==> src/rtl/rand_stream_pkg.sv <==
// rtl/rand_stream_pkg.sv - shared types and LFSR step function for the stream source
package rand_stream_pkg;

    typedef enum logic [1:0] {IDLE, WAIT, VALID, DONE} mst_state_e;

    typedef enum logic {PAT_COUNT, PAT_LFSR} pattern_e;

    // Right-shifting Galois step; maximal-length taps for 16 and 32 bits, a simple
    // non-maximal polynomial for any other width.
    function automatic logic [31:0] lfsr_next(input int width, input logic [31:0] value);
        logic [31:0] taps;
        logic [31:0] mask;
        logic [31:0] nxt;
        case (width)
            16:      taps = 32'h0000_B400;
            32:      taps = 32'h8020_0003;
            default: taps = (32'(1) << (width - 1)) | 32'(1);
        endcase
        mask = (width >= 32) ? '1 : ((32'(1) << width) - 32'(1));
        nxt  = value >> 1;
        if (value[0]) begin
            nxt = nxt ^ taps;
        end
        return nxt & mask;
    endfunction

endpackage

==> src/rtl/rand_stream_lfsr.sv <==
// rtl/rand_stream_lfsr.sv - seeded Galois LFSR with reload and step enable
module rand_stream_lfsr
    import rand_stream_pkg::*;
#(
    parameter int               Width = 16,
    parameter logic [Width-1:0] Seed  = Width'(1)
) (
    input  logic             clk_i,
    input  logic             rst_i,
    input  logic             load_i,
    input  logic             en_i,
    output logic [Width-1:0] q_o
);

    if (Width < 2 || Width > 32) begin : g_bad_width
        $fatal(1, "rand_stream_lfsr: Width must be 2..32");
    end
    if (Seed == '0) begin : g_bad_seed
        $fatal(1, "rand_stream_lfsr: Seed must be nonzero");
    end

    always_ff @(posedge clk_i) begin
        if (rst_i || load_i) begin
            q_o <= Seed;
        end else if (en_i) begin
            q_o <= Width'(lfsr_next(Width, 32'(q_o)));
        end
    end

endmodule

==> src/rtl/rand_stream_mst.sv <==
// rtl/rand_stream_mst.sv - deterministic ready/valid stream source with pseudo-random gaps
module rand_stream_mst
    import rand_stream_pkg::*;
#(
    parameter int          DataWidth     = 32,
    parameter int          NumBeats      = 16,
    parameter int          MinWaitCycles = 0,
    parameter int          MaxWaitCycles = 3,
    parameter pattern_e    Pattern       = PAT_COUNT,
    parameter logic [31:0] DataSeed      = 32'hACE1_2468,
    parameter logic [15:0] GapSeed       = 16'h1D0F
) (
    input  logic                            clk_i,
    input  logic                            rst_i,
    input  logic                            start_i,
    output logic [DataWidth-1:0]            data_o,
    output logic                            valid_o,
    input  logic                            ready_i,
    output logic                            busy_o,
    output logic                            done_o,
    output logic [$clog2(NumBeats+1)-1:0]   beats_sent_o
);

    localparam int BeatW    = $clog2(NumBeats + 1);
    localparam int CntW     = (MaxWaitCycles > 0) ? $clog2(MaxWaitCycles + 1) : 1;
    localparam int GapRange = MaxWaitCycles - MinWaitCycles + 1;
    localparam logic [DataWidth-1:0] DataSeedT = DataWidth'(DataSeed);

    if (NumBeats < 1) begin : g_bad_beats
        $fatal(1, "rand_stream_mst: NumBeats must be >= 1");
    end
    if (MinWaitCycles < 0 || MinWaitCycles > MaxWaitCycles) begin : g_bad_wait
        $fatal(1, "rand_stream_mst: need 0 <= MinWaitCycles <= MaxWaitCycles");
    end
    if (DataSeedT == '0 || GapSeed == '0) begin : g_bad_seed
        $fatal(1, "rand_stream_mst: seeds must be nonzero");
    end

    mst_state_e            state;
    mst_state_e            state_next;
    logic [CntW-1:0]       cnt;
    logic [CntW-1:0]       gap_val;
    logic                  gap_zero;
    logic [15:0]           gap_q;
    logic [DataWidth-1:0]  dlfsr_q;
    logic [DataWidth-1:0]  data_first;
    logic [DataWidth-1:0]  data_step;
    logic                  start_go;
    logic                  hs;
    logic                  last_beat;
    logic                  draw;

    assign start_go  = ((state == IDLE) || (state == DONE)) && start_i;
    assign hs        = (state == VALID) && ready_i;
    assign last_beat = beats_sent_o == BeatW'(NumBeats - 1);
    assign draw      = start_go || (hs && !last_beat);

    // With a single-value range the modulo is zero, so the gap collapses to the constant.
    assign gap_val  = CntW'(MinWaitCycles) + CntW'(32'(gap_q) % 32'(GapRange));
    assign gap_zero = gap_val == '0;

    assign data_first = (Pattern == PAT_LFSR) ? DataSeedT : '0;
    assign data_step  = (Pattern == PAT_LFSR) ? DataWidth'(lfsr_next(DataWidth, 32'(dlfsr_q)))
                                              : data_o + DataWidth'(1);

    rand_stream_lfsr #(
        .Width (16),
        .Seed  (GapSeed)
    ) u_gap_lfsr (
        .clk_i  (clk_i),
        .rst_i  (rst_i),
        .load_i (1'b0),
        .en_i   (draw && (GapRange > 1)),
        .q_o    (gap_q)
    );

    rand_stream_lfsr #(
        .Width (DataWidth),
        .Seed  (DataSeedT)
    ) u_data_lfsr (
        .clk_i  (clk_i),
        .rst_i  (rst_i),
        .load_i (start_go),
        .en_i   (hs),
        .q_o    (dlfsr_q)
    );

    always_ff @(posedge clk_i) begin
        if (rst_i) begin
            state <= IDLE;
        end else begin
            state <= state_next;
        end
    end

    always_comb begin
        state_next = state;
        case (state)
            IDLE, DONE: begin
                if (start_i) begin
                    state_next = gap_zero ? VALID : WAIT;
                end
            end
            WAIT: begin
                if (cnt == CntW'(1)) begin
                    state_next = VALID;
                end
            end
            VALID: begin
                if (ready_i) begin
                    if (last_beat) begin
                        state_next = DONE;
                    end else begin
                        state_next = gap_zero ? VALID : WAIT;
                    end
                end
            end
            default: state_next = IDLE;
        endcase
    end

    always_comb begin
        valid_o = 1'b0;
        busy_o  = 1'b0;
        done_o  = 1'b0;
        case (state)
            WAIT:    busy_o = 1'b1;
            VALID: begin
                busy_o  = 1'b1;
                valid_o = 1'b1;
            end
            DONE:    done_o = 1'b1;
            default: ;
        endcase
    end

    always_ff @(posedge clk_i) begin
        if (rst_i) begin
            beats_sent_o <= '0;
            data_o       <= '0;
            cnt          <= '0;
        end else if (start_go) begin
            beats_sent_o <= '0;
            data_o       <= data_first;
            cnt          <= gap_val;
        end else if (state == WAIT) begin
            cnt <= cnt - CntW'(1);
        end else if (hs) begin
            beats_sent_o <= beats_sent_o + BeatW'(1);
            data_o       <= data_step;
            cnt          <= gap_val;
        end
    end

endmodule
==> config.mk <==
export PLATFORM = sky130hd
export DESIGN_NAME = rand_stream_mst
export DESIGN_NICKNAME = d
export VERILOG_FILES = /design/src/rtl/rand_stream_pkg.sv /design/src/rtl/rand_stream_lfsr.sv /design/src/rtl/rand_stream_mst.sv
export SDC_FILE = /design/constraint.sdc
export NUM_CORES = 1
export LEC_CHECK = 0
export ABC_AREA = 1
export CORE_MARGIN = 8
export CORE_UTILIZATION = 58
export CTS_CLUSTER_SIZE = 16
export DETAILED_ROUTE_END_ITERATION = 10
export PLACE_DENSITY = 0.85
export SLEW_MARGIN = 5
export SYNTH_ARGS = -nofsm -noshare
export SYNTH_HDL_FRONTEND = slang
export SYNTH_SLANG_ARGS = --single-unit
==> constraint.sdc <==
create_clock -name clk_i -period 5 [get_ports clk_i]
set_clock_uncertainty 0.15 [all_clocks]
set_input_delay 1 -clock clk_i [delete_from_list [all_inputs] [get_ports clk_i]]
set_output_delay 1 -clock clk_i [all_outputs]
set_load 0.05 [all_outputs]
==> results.sh, run 1 <==
export IMPL_outcome="finished clean"
export IMPL_pin_count=44
export IMPL_tightest_slew_ns=1.08
export IMPL_io_buffer_count=43
export IMPL_clkTransAtPathRegs_ns=0.06
export IMPL_hold_violations=0
export IMPL_hp_class="reg -> reg"
export IMPL_fin_setup_tns_ns=0
export IMPL_dp_hpwl_mm=5.01
export IMPL_drtIter0Drc=176
export IMPL_p_leak_uw=0.00134
export IMPL_nets=493
export IMPL_avgSynthCellArea_um2=6.74
export IMPL_clockRootBuffer="clkbuf_8"
export IMPL_placed_area_um2=3420
export IMPL_vdd_ir_drop_max_uv=436
export IMPL_period_share=0.645
export IMPL_cts_setup_buffers=0
export IMPL_ys_warn_count=0
export IMPL_mostFrequentLayoutCells="nand2_1, nor2_1, dfxtp_1, inv_1, clkdlybuf4s50_1"
export IMPL_grt_pass1_wl_mm=11.8
export IMPL_pwr_density_cell_nw_per_um2=383
export IMPL_worstPathArrival_ns=2.08
export IMPL_finalMaxSlewViolations=0
export IMPL_wl_mm=7.00
export IMPL_drc_errors=0
export IMPL_rows=26
export IMPL_cap_violations=0
export IMPL_setup_violations=0
export IMPL_grt_pass1_vias=2693
export IMPL_yosysTopAreaCellShare=0.389
export IMPL_final_area_um2=3610
export IMPL_final_common_cell="nand2_1"
export IMPL_areaGrowthSynthToFinish_pct=23.2
export IMPL_cts_max_path_buffers=2
export IMPL_endpoint_kind="output port"
export IMPL_vias=2897
export IMPL_vias_per_cell=5.21
export IMPL_initial_core_util=0.589
export IMPL_max_freq_ghz=0.310
export IMPL_ys_ff_latch=57
export IMPL_fp_dieH_um=87.1
export IMPL_synth_seq_area_share=0.389
export IMPL_clock_sinks=57
export IMPL_synth_area_top_cells="dfxtp_1, nand2_1, nor2_1"
export IMPL_fin_util=0.726
export IMPL_cp_required_ns=3.85
export IMPL_antenna_cells=0
export IMPL_gp_congestion=0.911
export IMPL_route_detailed_wl_per_inst_um=12.6
export IMPL_synth_cell_types=32
export IMPL_htreeDepth=3
export IMPL_clkLatencyLatePin_ns=0.34
export IMPL_startpoint_type="flop"
export IMPL_synth_cell_area_um2=2930
export IMPL_syn_num_nets=446
export IMPL_max_slew_margin=0.277
export IMPL_drive_gt1_frac=0.0782
export IMPL_cts_buffers=9
export IMPL_cts_resized=0
export IMPL_fp_dieW_um=87.1
export IMPL_cp_max_fo=5
export IMPL_path_class="reg -> out"
export IMPL_dr_pass1_iters=5
export IMPL_antenna_found_initial=0
export IMPL_core_um2=4980
export IMPL_ant_nets=0
export IMPL_min_period_ns=3.23
export IMPL_grt_usage=0.193
export IMPL_die_area_um2=7590
export IMPL_grt_max_degree=29
export IMPL_yosys_area_top_type="dfxtp_1"
export IMPL_holdBufCountCts=0
export IMPL_syn_inst=435
export IMPL_cts_tree="done"
export IMPL_overflow=0
export IMPL_grt_setup_unrepaired="false"
## stage by stage
step                      hold WS [ns]  cells  total power [uW]  worst slack, ns
after detailed placement         0.295    541               955             1.69
after CTS                        0.312    556              1390             1.75
after global placement           0.290    541               941             1.76
after floorplan                  0.279    435               873             2.79
after global routing             0.340    556              1470             1.67
final                            0.308    556              1380             1.77
## metal layers
metal,track usage,part of all wire,vias to the layer above
met5,0,0,-
met1,0.229,0.45,1319
met2,0.319,0.46,83
li1,-,-,1477
met3,0.0528,0.061,18
met4,0.0844,0.025,0
## Yosys cell counts (all sizes together)
cell	instances
nor2	105
nand2	98
dfxtp	57
inv	51
nand3	32
o21ai	26
a21oi	20
nand4	9
ha	7
nor3	5
buf	4
xnor2	4
clkbuf	3
a31oi	2
and2	2
o211ai	2
or2	2
xor2	2
a211oi	1
clkinv	1
o21a	1
o21bai	1
## layout make-up
type / count / area, um^2
Fill cell: 430 / 1370
Sequential cell: 57 / 1140
Tap cell: 70 / 87.6
Clock buffer: 12 / 155
Multi-Input combinational cell: 319 / 1560
Inverter: 52 / 195
Clock inverter: 3 / 40.0
Timing Repair Buffer: 43 / 430
## cells by family after synthesis
family | share of synthesized area
compound gates | 0.0994
xor+xnor | 0.0179
fa+ha+maj | 0.0299
buf+inv | 0.0781
flops | 0.389
simple gates | 0.386
## path summary, 6_finish.rpt
| check | start | to | slack [ns] | cells past startpoint |
|---|---|---|---|---|
| min | u_gap_lfsr.q_o[8] | u_gap_lfsr.q_o[8] | 0.31 | 2 |
| max reg2reg | state[0] | beats_sent_o[2] | 2.30 | 8 |
| min reg2reg | u_gap_lfsr.q_o[8] | u_gap_lfsr.q_o[8] | 0.31 | 2 |
| max | state[0] | busy_o | 1.77 | 4 |
## flip-flops by register name, indices dropped and copies added (netlist names)
name	flops
beats_sent_o	5
cnt	2
data_o	32
state	2
u_gap_lfsr.q_o	16
## where the power goes
| group | internal [uW] | leakage (uW) | switching, uW | total, uW |
|---|---|---|---|---|
| combinational | 128 | 0.000775 | 242 | 370 |
| clock | 253 | 0.000102 | 177 | 430 |
| sequential | 529 | 0.000464 | 53.8 | 583 |
## worst max-delay path, cell delays in order (launching register included)
cell and delay, ns:
dfxtp_1 0.37, inv_1 0.07, ha_1 0.33, inv_1 0.15
clkdlybuf4s50_1 0.83
Power figures use the tool's default switching activity.
==> inputs of run 2 (changes only) <==
Settings changed: CORE_UTILIZATION 58 to 54, PLACE_DENSITY 0.85 to 0.8.
Clock period 5 ns to 3 ns, I/O delays scaled along.
==> run 2 against run 1 <==
Effect of this change: flip-flop and latch count did not move; total power grew 74%; first-iteration DRC count down 8.0%; core utilization is 4.2 points lower; cell count rose by 1.1%; cell area up 1.6%; highest routed layer unchanged; combinational power rose by 68%; critical path depth unchanged; largest cell class unchanged.
==> results.sh, run 2 (same netlist as run 1, synthesis figures left out) <==
export IMPL_io_buffer_count=43
export IMPL_wl_met1_mm=2.97
export IMPL_worstPathArrival_ns=2.02
export IMPL_drtIter0Drc=162
export IMPL_regMostFlops="data_o"
export IMPL_ant_nets=0
export IMPL_fp_dieW_um=89.7
export IMPL_gp_congestion=0.877
export IMPL_cts_setup_buffers=0
export IMPL_grt_max_degree=20
export IMPL_antenna_cells=0
export IMPL_cts_resized=0
export IMPL_fp_dieH_um=89.7
export IMPL_htreeDepth=3
export IMPL_areaGrowthSynthToFinish_pct=25.2
export IMPL_grt_pass1_wl_mm=11.7
export IMPL_dp_hpwl_mm=5.19
export IMPL_crit_family="buffers and inverters"
export IMPL_wl_mm=7.08
export IMPL_mostFrequentLayoutCells="nand2_1, nor2_1, dfxtp_1, inv_1, clkdlybuf4s50_1"
export IMPL_met3_length_um=412
export IMPL_wl_met2_mm=3.59
export IMPL_slowest_stage="clkdlybuf4s50_1"
export IMPL_final_common_cell="nand2_1"
export IMPL_top_regs="data_o x32, u_gap_lfsr.q_o x16, beats_sent_o x5"
export IMPL_antenna_found_initial=0
export IMPL_dr_pass1_iters=4
export IMPL_rows=27
export IMPL_p_leak_uw=0.00137
export IMPL_max_freq_ghz=0.361
export IMPL_finalMaxSlewViolations=0
export IMPL_largest_reg_flops=32
export IMPL_hp_start="u_gap_lfsr.q_o[8]"
export IMPL_overflow=0
export IMPL_path_class="reg -> out"
export IMPL_clockRootBuffer="clkbuf_8"
export IMPL_rr_worst_depth=8
export IMPL_hp_class="reg -> reg"
export IMPL_vdd_ir_drop_max_uv=643
export IMPL_cp_max_fo=5
export IMPL_cts_max_path_buffers=2
export IMPL_drive_gt1_frac=0.0878
export IMPL_setup_violations=0
export IMPL_p_total_uw=2410
export IMPL_reg2reg_from="state[0]"
export IMPL_dp_cells=546
export IMPL_grt_setup_unrepaired="false"
export IMPL_startpoint_type="flop"
export IMPL_fin_ws_ns=0.229
export IMPL_hold_depth=2
export IMPL_cts_tree="done"
export IMPL_place_ws_ns=0.557
export IMPL_path_cells="inv_1, ha_1, inv_1, clkdlybuf4s50_1"
export IMPL_crit_path_max_incr_delay_ns=0.82
export IMPL_hold_violations=0
export IMPL_r2r_slack_ns=0.86
export IMPL_cp_common_cell="inv_1"
export IMPL_endpoint_kind="output port"
export IMPL_cts_buffers=9
export IMPL_drc_errors=0
export IMPL_vias_per_cell=5.11
export IMPL_clkLatencyLatePin_ns=0.33
export IMPL_tightest_slew_ns=0.512
export IMPL_die_area_um2=8050
export IMPL_core_um2=5370
export IMPL_clock_sinks=57
export IMPL_initial_core_util=0.546
export IMPL_nets=496
export IMPL_holdBufCountCts=0
export IMPL_dr_max_layer_used="met4"
export IMPL_route_detailed_wl_per_inst_um=12.6
export IMPL_cp_required_ns=2.25
export IMPL_pin_count=44
export IMPL_r2r_end="data_o[8]"
export IMPL_min_to="u_gap_lfsr.q_o[8]"
export IMPL_grt_pass1_vias=2625
export IMPL_pwr_density_cell_nw_per_um2=656
export IMPL_min_period_ns=2.77
export IMPL_max_slew_margin=0.657
export IMPL_clkTransAtPathRegs_ns=0.07
export IMPL_period_share=0.924
export IMPL_timing_critical_path_buf_inv=3
export IMPL_cap_violations=0
export IMPL_grt_usage=0.187
export IMPL_vias=2874
export IMPL_hold_slack_ns=0.323
export IMPL_outcome="finished clean"
export IMPL_final_cells=562
export IMPL_fin_setup_tns_ns=0
==> run 2: cell types whose count changed in the layout (fill, tap and decap cells not counted) <==
| cell | delta |
|---|---|
| bufinv_16 | +1 |
| buf_4 | +3 |
| clkinvlp_4 | +1 |
| clkbuf_1 | -1 |
==> run 2: worst max-delay path by stage <==
| stage | startpoint | endpoint | slack, ns | cells past startpoint |
|---|---|---|---|---|
| final | state[0] | busy_o | 0.23 | 4 |
| after global routing | state[0] | busy_o | 0.14 | 4 |
| after CTS | state[0] | busy_o | 0.21 | 4 |
| after detailed placement | ready_i | data_o[26] | 0.56 | 9 |
| after global placement | ready_i | data_o[24] | 0.60 | 8 |
| after floorplan | state[0] | data_o[6] | 0.85 | 8 |
==> run 2: worst reg2reg max path, delay by kind of cell, from the launching register on <==
family / cells / cell delay [ns]
buffers and inverters: 3 / 0.47
adder cells (fa/ha/maj): 1 / 0.32
flip-flops: 1 / 0.36
AO/OA/AOI/OAI: 2 / 0.25
AND/OR/NAND/NOR: 2 / 0.53
==> run 2: per-layer routing <==
metal  vias up  global-route usage
met1      1295               0.207
met5         -                   0
met4         0              0.0725
met3        10              0.0573
met2        82               0.324
li1       1487                   -
==> run 2: area by class of cell <==
| class | instances | area (um^2) |
|---|---|---|
| Inverter | 52 | 195 |
| Multi-Input combinational cell | 319 | 1560 |
| Clock buffer | 11 | 151 |
| Clock inverter | 5 | 77.6 |
| Sequential cell | 57 | 1140 |
| Timing Repair Buffer | 46 | 453 |
| Fill cell | 464 | 1700 |
| Tap cell | 72 | 90.1 |
==> run 2: report_power, final <==
part	total, uW	switching (uW)	leakage [uW]	internal, uW
Sequential	968	85.8	0.000464	882
Combinational	623	398	0.000790	225
Clock	817	307	0.000115	510
Total	2410	790	0.00137	1620
==> run 2: metrics by stage <==
step / instance area, um^2 / util
final: 3670 / 0.683
after global routing: 3670 / 0.683
after detailed placement: 3440 / 0.641
after global placement: 3440 / 0.641
after floorplan: 2930 / -
after CTS: 3670 / 0.683
==> inputs of run 3 (changes only) <==
Settings changed: CTS_CLUSTER_DIAMETER set to 150.
==> results of run 3 <==
The final DEF is identical to that of run 2; final timing and power are the same.
